==> src/rtl/mcp_pkg.sv <==
// Shared definitions for the multi-cycle MIPS-subset core:
// opcodes, function codes, FSM states and ALU operations.
package mcp_pkg;

    localparam logic [5:0] OP_RTYPE = 6'h00;
    localparam logic [5:0] OP_J     = 6'h02;
    localparam logic [5:0] OP_BEQ   = 6'h04;
    localparam logic [5:0] OP_ADDI  = 6'h08;
    localparam logic [5:0] OP_LW    = 6'h23;
    localparam logic [5:0] OP_SW    = 6'h2B;

    localparam logic [5:0] FN_ADD = 6'h20;
    localparam logic [5:0] FN_SUB = 6'h22;
    localparam logic [5:0] FN_AND = 6'h24;
    localparam logic [5:0] FN_OR  = 6'h25;
    localparam logic [5:0] FN_SLT = 6'h2A;

    typedef enum logic [2:0] {
        S_FETCH,
        S_DECODE,
        S_EXEC,
        S_MEM,
        S_WB,
        S_HALT
    } state_t;

    typedef enum logic [2:0] {
        ALU_ADD,
        ALU_SUB,
        ALU_AND,
        ALU_OR,
        ALU_SLT
    } alu_op_t;

    // Opcodes the decoder accepts; anything else stops the core.
    function automatic logic op_supported(input logic [5:0] op);
        return op inside {OP_RTYPE, OP_J, OP_BEQ, OP_ADDI, OP_LW, OP_SW};
    endfunction

endpackage

==> src/rtl/mcp_regfile.sv <==
// 32-entry register file: two asynchronous read ports,
// one synchronous write port, $0 hardwired to zero.
module mcp_regfile
#(
    parameter int WORD_SIZE = 32
) (
    input  logic                 clk,
    input  logic                 rst_n,
    input  logic [4:0]           ra1,
    input  logic [4:0]           ra2,
    output logic [WORD_SIZE-1:0] rd1,
    output logic [WORD_SIZE-1:0] rd2,
    input  logic                 we,
    input  logic [4:0]           wa,
    input  logic [WORD_SIZE-1:0] wd
);

    logic [WORD_SIZE-1:0] regs_q [32];
    logic [WORD_SIZE-1:0] regs_d [32];

    // Next register contents; $0 is forced back to zero every cycle.
    always_comb begin
        regs_d = regs_q;
        if (we && (wa != 5'd0)) begin
            regs_d[wa] = wd;
        end
        regs_d[0] = '0;
    end

    // Register storage with asynchronous clear.
    always_ff @(posedge clk or negedge rst_n) begin
        if (!rst_n) begin
            regs_q <= '{default: '0};
        end else begin
            regs_q <= regs_d;
        end
    end

    assign rd1 = regs_q[ra1];
    assign rd2 = regs_q[ra2];

endmodule

==> src/rtl/multicycle_processor.sv <==
// Multi-cycle MIPS-subset core: one ALU, one shared memory port
// with req/ready handshake, control FSM, illegal-opcode halt.
module multicycle_processor
    import mcp_pkg::*;
#(
    parameter int                   WORD_SIZE  = 32,
    parameter int                   ADDR_WIDTH = 32,
    parameter logic [WORD_SIZE-1:0] RESET_PC   = '0,
    parameter int                   CNT_WIDTH  = 32
) (
    input  logic                  clk,
    input  logic                  rst,
    output logic                  mem_req,
    output logic                  mem_we,
    output logic [ADDR_WIDTH-1:0] mem_addr,
    output logic [WORD_SIZE-1:0]  mem_wdata,
    input  logic [WORD_SIZE-1:0]  mem_rdata,
    input  logic                  mem_ready,
    output logic                  halted,
    output logic [CNT_WIDTH-1:0]  retire_count,
    output logic [WORD_SIZE-1:0]  prog_count,
    output logic [5:0]            instr_opcode,
    output logic [4:0]            reg1_addr,
    output logic [4:0]            reg2_addr,
    output logic [WORD_SIZE-1:0]  reg1_data,
    output logic [WORD_SIZE-1:0]  reg2_data,
    output logic [4:0]            write_reg_addr,
    output logic [WORD_SIZE-1:0]  write_reg_data
);

    localparam logic [WORD_SIZE-1:0] PC_STEP = WORD_SIZE'(4);
    localparam logic [CNT_WIDTH-1:0] CNT_ONE = CNT_WIDTH'(1);

    state_t state_q, state_d;

    logic [WORD_SIZE-1:0] pc_q, pc_d;
    logic [WORD_SIZE-1:0] cur_pc_q, cur_pc_d;
    logic [31:0]          ir_q, ir_d;
    logic [WORD_SIZE-1:0] a_q, a_d;
    logic [WORD_SIZE-1:0] b_q, b_d;
    logic [WORD_SIZE-1:0] alu_q, alu_d;
    logic [WORD_SIZE-1:0] mdr_q, mdr_d;
    logic [CNT_WIDTH-1:0] retire_q, retire_d;
    logic [4:0]           wr_addr_q, wr_addr_d;
    logic [WORD_SIZE-1:0] wr_data_q, wr_data_d;

    logic [5:0]           op;
    logic [5:0]           funct;
    logic [4:0]           rs, rt, rd;
    logic [15:0]          imm;
    logic [WORD_SIZE-1:0] imm_sext;
    logic                 is_rtype, is_mem, is_ctl;
    logic [4:0]           wb_dest;
    logic [WORD_SIZE-1:0] wb_data;
    logic [WORD_SIZE-1:0] rf_rd1, rf_rd2;

    alu_op_t              alu_op;
    logic                 funct_ok;
    logic [WORD_SIZE-1:0] alu_b, alu_res;

    logic                 rf_we;
    logic                 retire_en;

    assign op       = ir_q[31:26];
    assign rs       = ir_q[25:21];
    assign rt       = ir_q[20:16];
    assign rd       = ir_q[15:11];
    assign funct    = ir_q[5:0];
    assign imm      = ir_q[15:0];
    assign imm_sext = {{(WORD_SIZE-16){imm[15]}}, imm};
    assign is_rtype = (op == OP_RTYPE);
    assign is_mem   = (op == OP_LW) || (op == OP_SW);
    assign is_ctl   = (op == OP_BEQ) || (op == OP_J);
    assign wb_dest  = is_rtype ? rd : rt;
    assign wb_data  = (op == OP_LW) ? mdr_q : alu_q;

    mcp_regfile #(
        .WORD_SIZE (WORD_SIZE)
    ) u_regfile (
        .clk   (clk),
        .rst_n (rst),
        .ra1   (rs),
        .ra2   (rt),
        .rd1   (rf_rd1),
        .rd2   (rf_rd2),
        .we    (rf_we),
        .wa    (wb_dest),
        .wd    (wb_data)
    );

    // Map R-type function codes onto ALU operations; I-types add.
    always_comb begin
        alu_op   = ALU_ADD;
        funct_ok = 1'b1;
        if (is_rtype) begin
            unique case (1'b1)
                funct == FN_ADD: alu_op = ALU_ADD;
                funct == FN_SUB: alu_op = ALU_SUB;
                funct == FN_AND: alu_op = ALU_AND;
                funct == FN_OR:  alu_op = ALU_OR;
                funct == FN_SLT: alu_op = ALU_SLT;
                default:         funct_ok = 1'b0;
            endcase
        end
    end

    // Shared ALU: second operand is B for R-type, immediate otherwise.
    always_comb begin
        alu_b   = is_rtype ? b_q : imm_sext;
        alu_res = '0;
        unique case (alu_op)
            ALU_ADD: alu_res = a_q + alu_b;
            ALU_SUB: alu_res = a_q - alu_b;
            ALU_AND: alu_res = a_q & alu_b;
            ALU_OR:  alu_res = a_q | alu_b;
            ALU_SLT: alu_res = {{(WORD_SIZE-1){1'b0}},
                                ($signed(a_q) < $signed(alu_b))};
            default: alu_res = '0;
        endcase
    end

    // FSM state register.
    always_ff @(posedge clk or negedge rst) begin
        if (!rst) begin
            state_q <= S_FETCH;
        end else begin
            state_q <= state_d;
        end
    end

    // FSM next-state logic.
    always_comb begin
        state_d = state_q;
        unique case (state_q)
            S_FETCH: begin
                if (mem_ready) state_d = S_DECODE;
            end
            S_DECODE: begin
                state_d = op_supported(op) ? S_EXEC : S_HALT;
            end
            S_EXEC: begin
                unique case (1'b1)
                    is_rtype:        state_d = funct_ok ? S_WB : S_HALT;
                    op == OP_ADDI:   state_d = S_WB;
                    is_mem:          state_d = S_MEM;
                    is_ctl:          state_d = S_FETCH;
                    default:         state_d = S_HALT;
                endcase
            end
            S_MEM: begin
                if (mem_ready) begin
                    state_d = (op == OP_LW) ? S_WB : S_FETCH;
                end
            end
            S_WB:    state_d = S_FETCH;
            S_HALT:  state_d = S_HALT;
            default: state_d = S_HALT;
        endcase
    end

    // FSM outputs; the request is gated by reset so it drops at once.
    always_comb begin
        mem_req   = 1'b0;
        mem_we    = 1'b0;
        mem_addr  = pc_q[ADDR_WIDTH-1:0];
        halted    = 1'b0;
        rf_we     = 1'b0;
        retire_en = 1'b0;
        unique case (state_q)
            S_FETCH: mem_req = rst;
            S_EXEC:  retire_en = is_ctl;
            S_MEM: begin
                mem_req   = rst;
                mem_we    = rst && (op == OP_SW);
                mem_addr  = alu_q[ADDR_WIDTH-1:0];
                retire_en = mem_ready && (op == OP_SW);
            end
            S_WB: begin
                rf_we     = 1'b1;
                retire_en = 1'b1;
            end
            S_HALT:  halted = 1'b1;
            default: ;
        endcase
    end

    // Datapath register updates for each step of an instruction.
    always_comb begin
        pc_d      = pc_q;
        cur_pc_d  = cur_pc_q;
        ir_d      = ir_q;
        a_d       = a_q;
        b_d       = b_q;
        alu_d     = alu_q;
        mdr_d     = mdr_q;
        wr_addr_d = wr_addr_q;
        wr_data_d = wr_data_q;
        unique case (state_q)
            S_FETCH: begin
                if (mem_ready) begin
                    ir_d     = mem_rdata[31:0];
                    pc_d     = pc_q + PC_STEP;
                    cur_pc_d = pc_q;
                end
            end
            S_DECODE: begin
                a_d = rf_rd1;
                b_d = rf_rd2;
            end
            S_EXEC: begin
                alu_d = alu_res;
                if ((op == OP_BEQ) && (a_q == b_q)) begin
                    pc_d = pc_q + (imm_sext << 2);
                end
                if (op == OP_J) begin
                    pc_d = {pc_q[WORD_SIZE-1:28], ir_q[25:0], 2'b00};
                end
            end
            S_MEM: begin
                if (mem_ready && (op == OP_LW)) mdr_d = mem_rdata;
            end
            S_WB: begin
                wr_addr_d = wb_dest;
                wr_data_d = wb_data;
            end
            default: ;
        endcase
        retire_d = retire_en ? retire_q + CNT_ONE : retire_q;
    end

    // Datapath registers.
    always_ff @(posedge clk or negedge rst) begin
        if (!rst) begin
            pc_q      <= RESET_PC;
            cur_pc_q  <= RESET_PC;
            ir_q      <= '0;
            a_q       <= '0;
            b_q       <= '0;
            alu_q     <= '0;
            mdr_q     <= '0;
            retire_q  <= '0;
            wr_addr_q <= '0;
            wr_data_q <= '0;
        end else begin
            pc_q      <= pc_d;
            cur_pc_q  <= cur_pc_d;
            ir_q      <= ir_d;
            a_q       <= a_d;
            b_q       <= b_d;
            alu_q     <= alu_d;
            mdr_q     <= mdr_d;
            retire_q  <= retire_d;
            wr_addr_q <= wr_addr_d;
            wr_data_q <= wr_data_d;
        end
    end

    assign mem_wdata      = b_q;
    assign retire_count   = retire_q;
    assign prog_count     = cur_pc_q;
    assign instr_opcode   = op;
    assign reg1_addr      = rs;
    assign reg2_addr      = rt;
    assign reg1_data      = rf_rd1;
    assign reg2_data      = rf_rd2;
    assign write_reg_addr = (state_q == S_WB) ? wb_dest : wr_addr_q;
    assign write_reg_data = (state_q == S_WB) ? wb_data : wr_data_q;

endmodule

==> config.mk <==
export PLATFORM = sky130hd
export DESIGN_NAME = multicycle_processor
export DESIGN_NICKNAME = d
export VERILOG_FILES = /design/src/rtl/mcp_pkg.sv /design/src/rtl/mcp_regfile.sv /design/src/rtl/multicycle_processor.sv
export SDC_FILE = /design/constraint.sdc
export NUM_CORES = 2
export LEC_CHECK = 0
export CAP_MARGIN = 40
export CORE_MARGIN = 2
export CORE_UTILIZATION = 47
export DETAILED_ROUTE_END_ITERATION = 10
export MAX_ROUTING_LAYER = met4
export PLACE_DENSITY_LB_ADDON = 0.05
export SLEW_MARGIN = 20
export SYNTH_ARGS = -nofsm -noshare
export SYNTH_HDL_FRONTEND = slang
export SYNTH_HIERARCHICAL = 1
export SYNTH_SLANG_ARGS = --single-unit
==> constraint.sdc <==
create_clock -name clk -period 4.5 [get_ports clk]
set_input_delay 0.9 -clock clk [delete_from_list [all_inputs] [get_ports clk]]
set_output_delay 0.9 -clock clk [all_outputs]
set_load 0.005 [all_outputs]
==> impl_metrics.yaml <==
logic_synthesis:
  yosysTopAreaCellShare_pct: 44.0
  synth.area.top_cells: "dfrtp_1 44%, mux2_2 19%, mux4_2 12%, mux2i_1 2.8%, ha_1 2.4%"
  synth_commonest_cells: "1284 x dfrtp_1, 1212 x mux2_2, 384 x mux4_2"
  synth-main-ff-cell: "dfrtp_1"
  ys_ff_latch: 1284
  ys.warnings.count: 6
  synthDistinctLibCells: 93
  syn_area_sq_um: 73000
  async_flop_share_pct: 100
  synthCells: 5815
  ys_seq_area_share_pct: 44.0
  synth_most_common_cell: "dfrtp_1"
  synth_top_area_cell: "dfrtp_1"
  syn_avg_cell_area_sq_um: 12.6
  synth_edf_count: 0
grt:
  grt_start_max_net_pins: 168
  grt_pass1_vias: 53080
  grt_use_total_pct: 35.2
  antenna_found_initial: 19
  grt_pass1_wl_microns: 391000
  overflow: 0
sta:
  rsz0062_at_grt: "yes"
  slew_violations: 0
  period_minus_slack_ns: 4.50
  tightest_slew_ns: 0.992
  whs_ns: 0.474
  fin_crit_sh_pct: 100
  max_freq_mhz: 222
  finalWorstSetupSlack_ns: -0.00444
  slew_headroom_pct: 33.9
  timing.setup.tns_ns: -0.00444
  hold_viol_final: 0
  finalClockSkew_ns: 0.0322
  setup_violations: 1
clock_network:
  clock-sinks: 1284
  cts_htree_levels: 4
  cts_root_buf: "clkbuf_16"
  cts_buffer_depth: 3
  clock_latency_ns: 0.81
  path_clk_slew_ns: 0.06
  tritoncts: "yes"
  numCtsBuffers: 150
place:
  gp_congestion: 0.949
  dp_hpwl_microns: 182000
  dp_cells: 8029
  port_buffers: 280
route:
  vias: 53857
  via_per_inst: 6.37
  final_antenna_net_count: 0
  wl_microns: 273000
  avgRoutedWirePerCell_microns: 32.2
  drt_iter0_drc: 4823
  drc_errors: 0
  drtPass1Iterations: 6
power_and_ir_drop:
  pwr-share-seq_pct: 28.5
  power_density_nw_per_um2: 694
  p_comb_share_pct: 51.7
  p_int_mw: 36.0
  p_clk_share_pct: 19.8
  switching_share_pct: 41.3
  p_sw_mw: 25.3
  leakagePower_nw: 40.2
  report.power.total_mw: 61.3
  max-vdd-ir-drop_mv: 0.442
die:
  io-pin-count: 283
  die_h_microns: 398
  rows: 144
  start_util_pct: 47.4
  core-area_sq_um: 154000
  die_x_microns: 398
  dieArea_sq_um: 159000
cells_and_area:
  multi_input_area_sq_um: 39400
  final_util_pct: 57.2
  ff_latch_area_sq_um: 32200
  drive_gt1_share_pct: 41.3
  nets: 6465
  syn2layout_area_growth_pct: 20.9
  stdcell_count: 8460
  fill_cells: 12886
worst_hold_path:
  worstHoldPathType: "reg -> reg"
critical_path:
  critPathLaunchType: "flop"
  crit_type: "reg -> out"
  crit_path_end_kind: "output port"
  required_ns: 3.60
  crit_fanout: 6
  cp.arrival_ns: 3.60
  regToRegSetupSlack_ns: 0.08
run:
  cap_violations: 0
outcome:
  status: "finished with violations"
  failed_checks: "setup timing"
through the flow:
step / cell area [sq um] / setup slack, ns
floorplan: 73000 / 0.0207
global placement: 80200 / -0.0799
detailed placement: 80200 / -0.0934
CTS: 87100 / -0.120
global route: 88300 / -0.143
finish: 88300 / -0.00444
worst max-delay path, cell delays in order, from the launching register on:
cell	delay, ns
dfrtp_4	0.56
buf_12	0.16
clkbuf_16	0.16
buf_4	0.14
mux4_2	0.42
a22o_1	0.27
o21ai_2	0.26
o31ai_1	0.13
buf_4	0.21
clkdlybuf4s50_1	0.49
flip-flops by register name, indices dropped and copies added, names as in the netlist, 30 cells and up:
name	cells
a_q	32
alu_q	32
ir_q	32
mdr_q	32
mem_wdata	32
pc_q	30
prog_count	30
retire_count	32
u_regfile/regs_q	992
wr_data_q	32
final timing paths:
path / from / end / cells past startpoint
min reg2reg: prog_count[26]$_DFFE_PN0P_ / prog_count[26]$_DFFE_PN0P_ / 2
max in group asynchronous: rst / u_regfile/regs_q[688]$_DFFE_PN0P_ / 4
max: ir_q[21]$_DFFE_PN0P_ / reg1_data[3] / 9
max reg2reg: ir_q[26]$_DFFE_PN0P_ / alu_q[0]$_DFFE_PN0P_ / 20
min: prog_count[26]$_DFFE_PN0P_ / prog_count[26]$_DFFE_PN0P_ / 2
min in group asynchronous: rst / prog_count[26]$_DFFE_PN0P_ / 2
power by group through the flow:
| stage | Combinational (mW) | Clock (mW) | Sequential (mW) |
|---|---|---|---|
| CTS | 30.2 | 12.3 | 17.4 |
| global route | 33.2 | 12.9 | 17.7 |
| global placement | 28.1 | 0 | 17.5 |
| finish | 31.7 | 12.1 | 17.5 |
| floorplan | 16.5 | 0 | 16.1 |
| detailed placement | 28.2 | 0 | 17.6 |
cell usage in the layout (no fill, tap or decap), types with 23 or more instances in the layout:
cell                n
o21ai_0           124
clkdlybuf4s50_1   236
and2_1             70
inv_1             102
a21o_1             33
dfrtp_1          1273
buf_16             27
a211oi_1           84
o31ai_1            44
mux2_1             23
mux2_2           1208
dlygate4sd2_1      25
nor3_1             30
o22ai_1            70
xor2_1             55
clkbuf_16         155
a22o_1            191
ha_1              131
mux4_2            384
buf_12             79
a21oi_1           157
nand2_1           339
buf_4             430
clkinv_2           24
nand3_1            53
xnor2_1            62
o21ai_2            41
o21ai_1            32
mux2i_1           202
clkbuf_1           35
nor2_1            152
clkbuf_8           36
per-layer routing:
| layer | global-route usage (%) | up-vias | wire length (microns) |
|---|---|---|---|
| li1 | - | 22716 | - |
| met1 | 47.8 | 28520 | 117000 |
| met2 | 52.0 | 2156 | 123000 |
| met3 | 6.75 | 465 | 20900 |
| met4 | 13.9 | 0 | 11900 |
| met5 | - | - | 0 |
final cells by class:
cell class / count / area share (%)
Timing Repair Buffer: 846 / 10.1
Tap cell: 2044 / 2.90
Clock buffer: 222 / 5.01
Sequential cell: 1284 / 36.4
Inverter: 108 / 0.459
Multi-Input combinational cell: 3896 / 44.6
Clock inverter: 43 / 0.461
Antenna cell: 17 / 0.0482
timing repair:
| action | CTS | global route |
|---|---|---|
| setup endpoints to repair | 71 | 56 |
| gates cloned | 19 | 3 |
| setup buffers | 70 | 59 |
| endpoints found under the hold margin | 47 | 0 |
| hold buffers | 1 | 0 |
| gates resized for setup | 172 | 146 |
| pin swaps | 28 | 46 |
cell families (layout without fill, tap and decap cells):
family | after synthesis | count (layout) | share of synthesized area [%]
other cells | 1 | 19 | 0.00513
compound gates | 975 | 975 | 9.15
xor+xnor | 117 | 117 | 1.40
flops | 1284 | 1284 | 44.0
fa+ha+maj | 145 | 145 | 2.51
simple gates | 834 | 834 | 5.38
mux | 1823 | 1823 | 33.7
buf+inv | 636 | 1219 | 3.88
(Power assumes the default switching activity.)
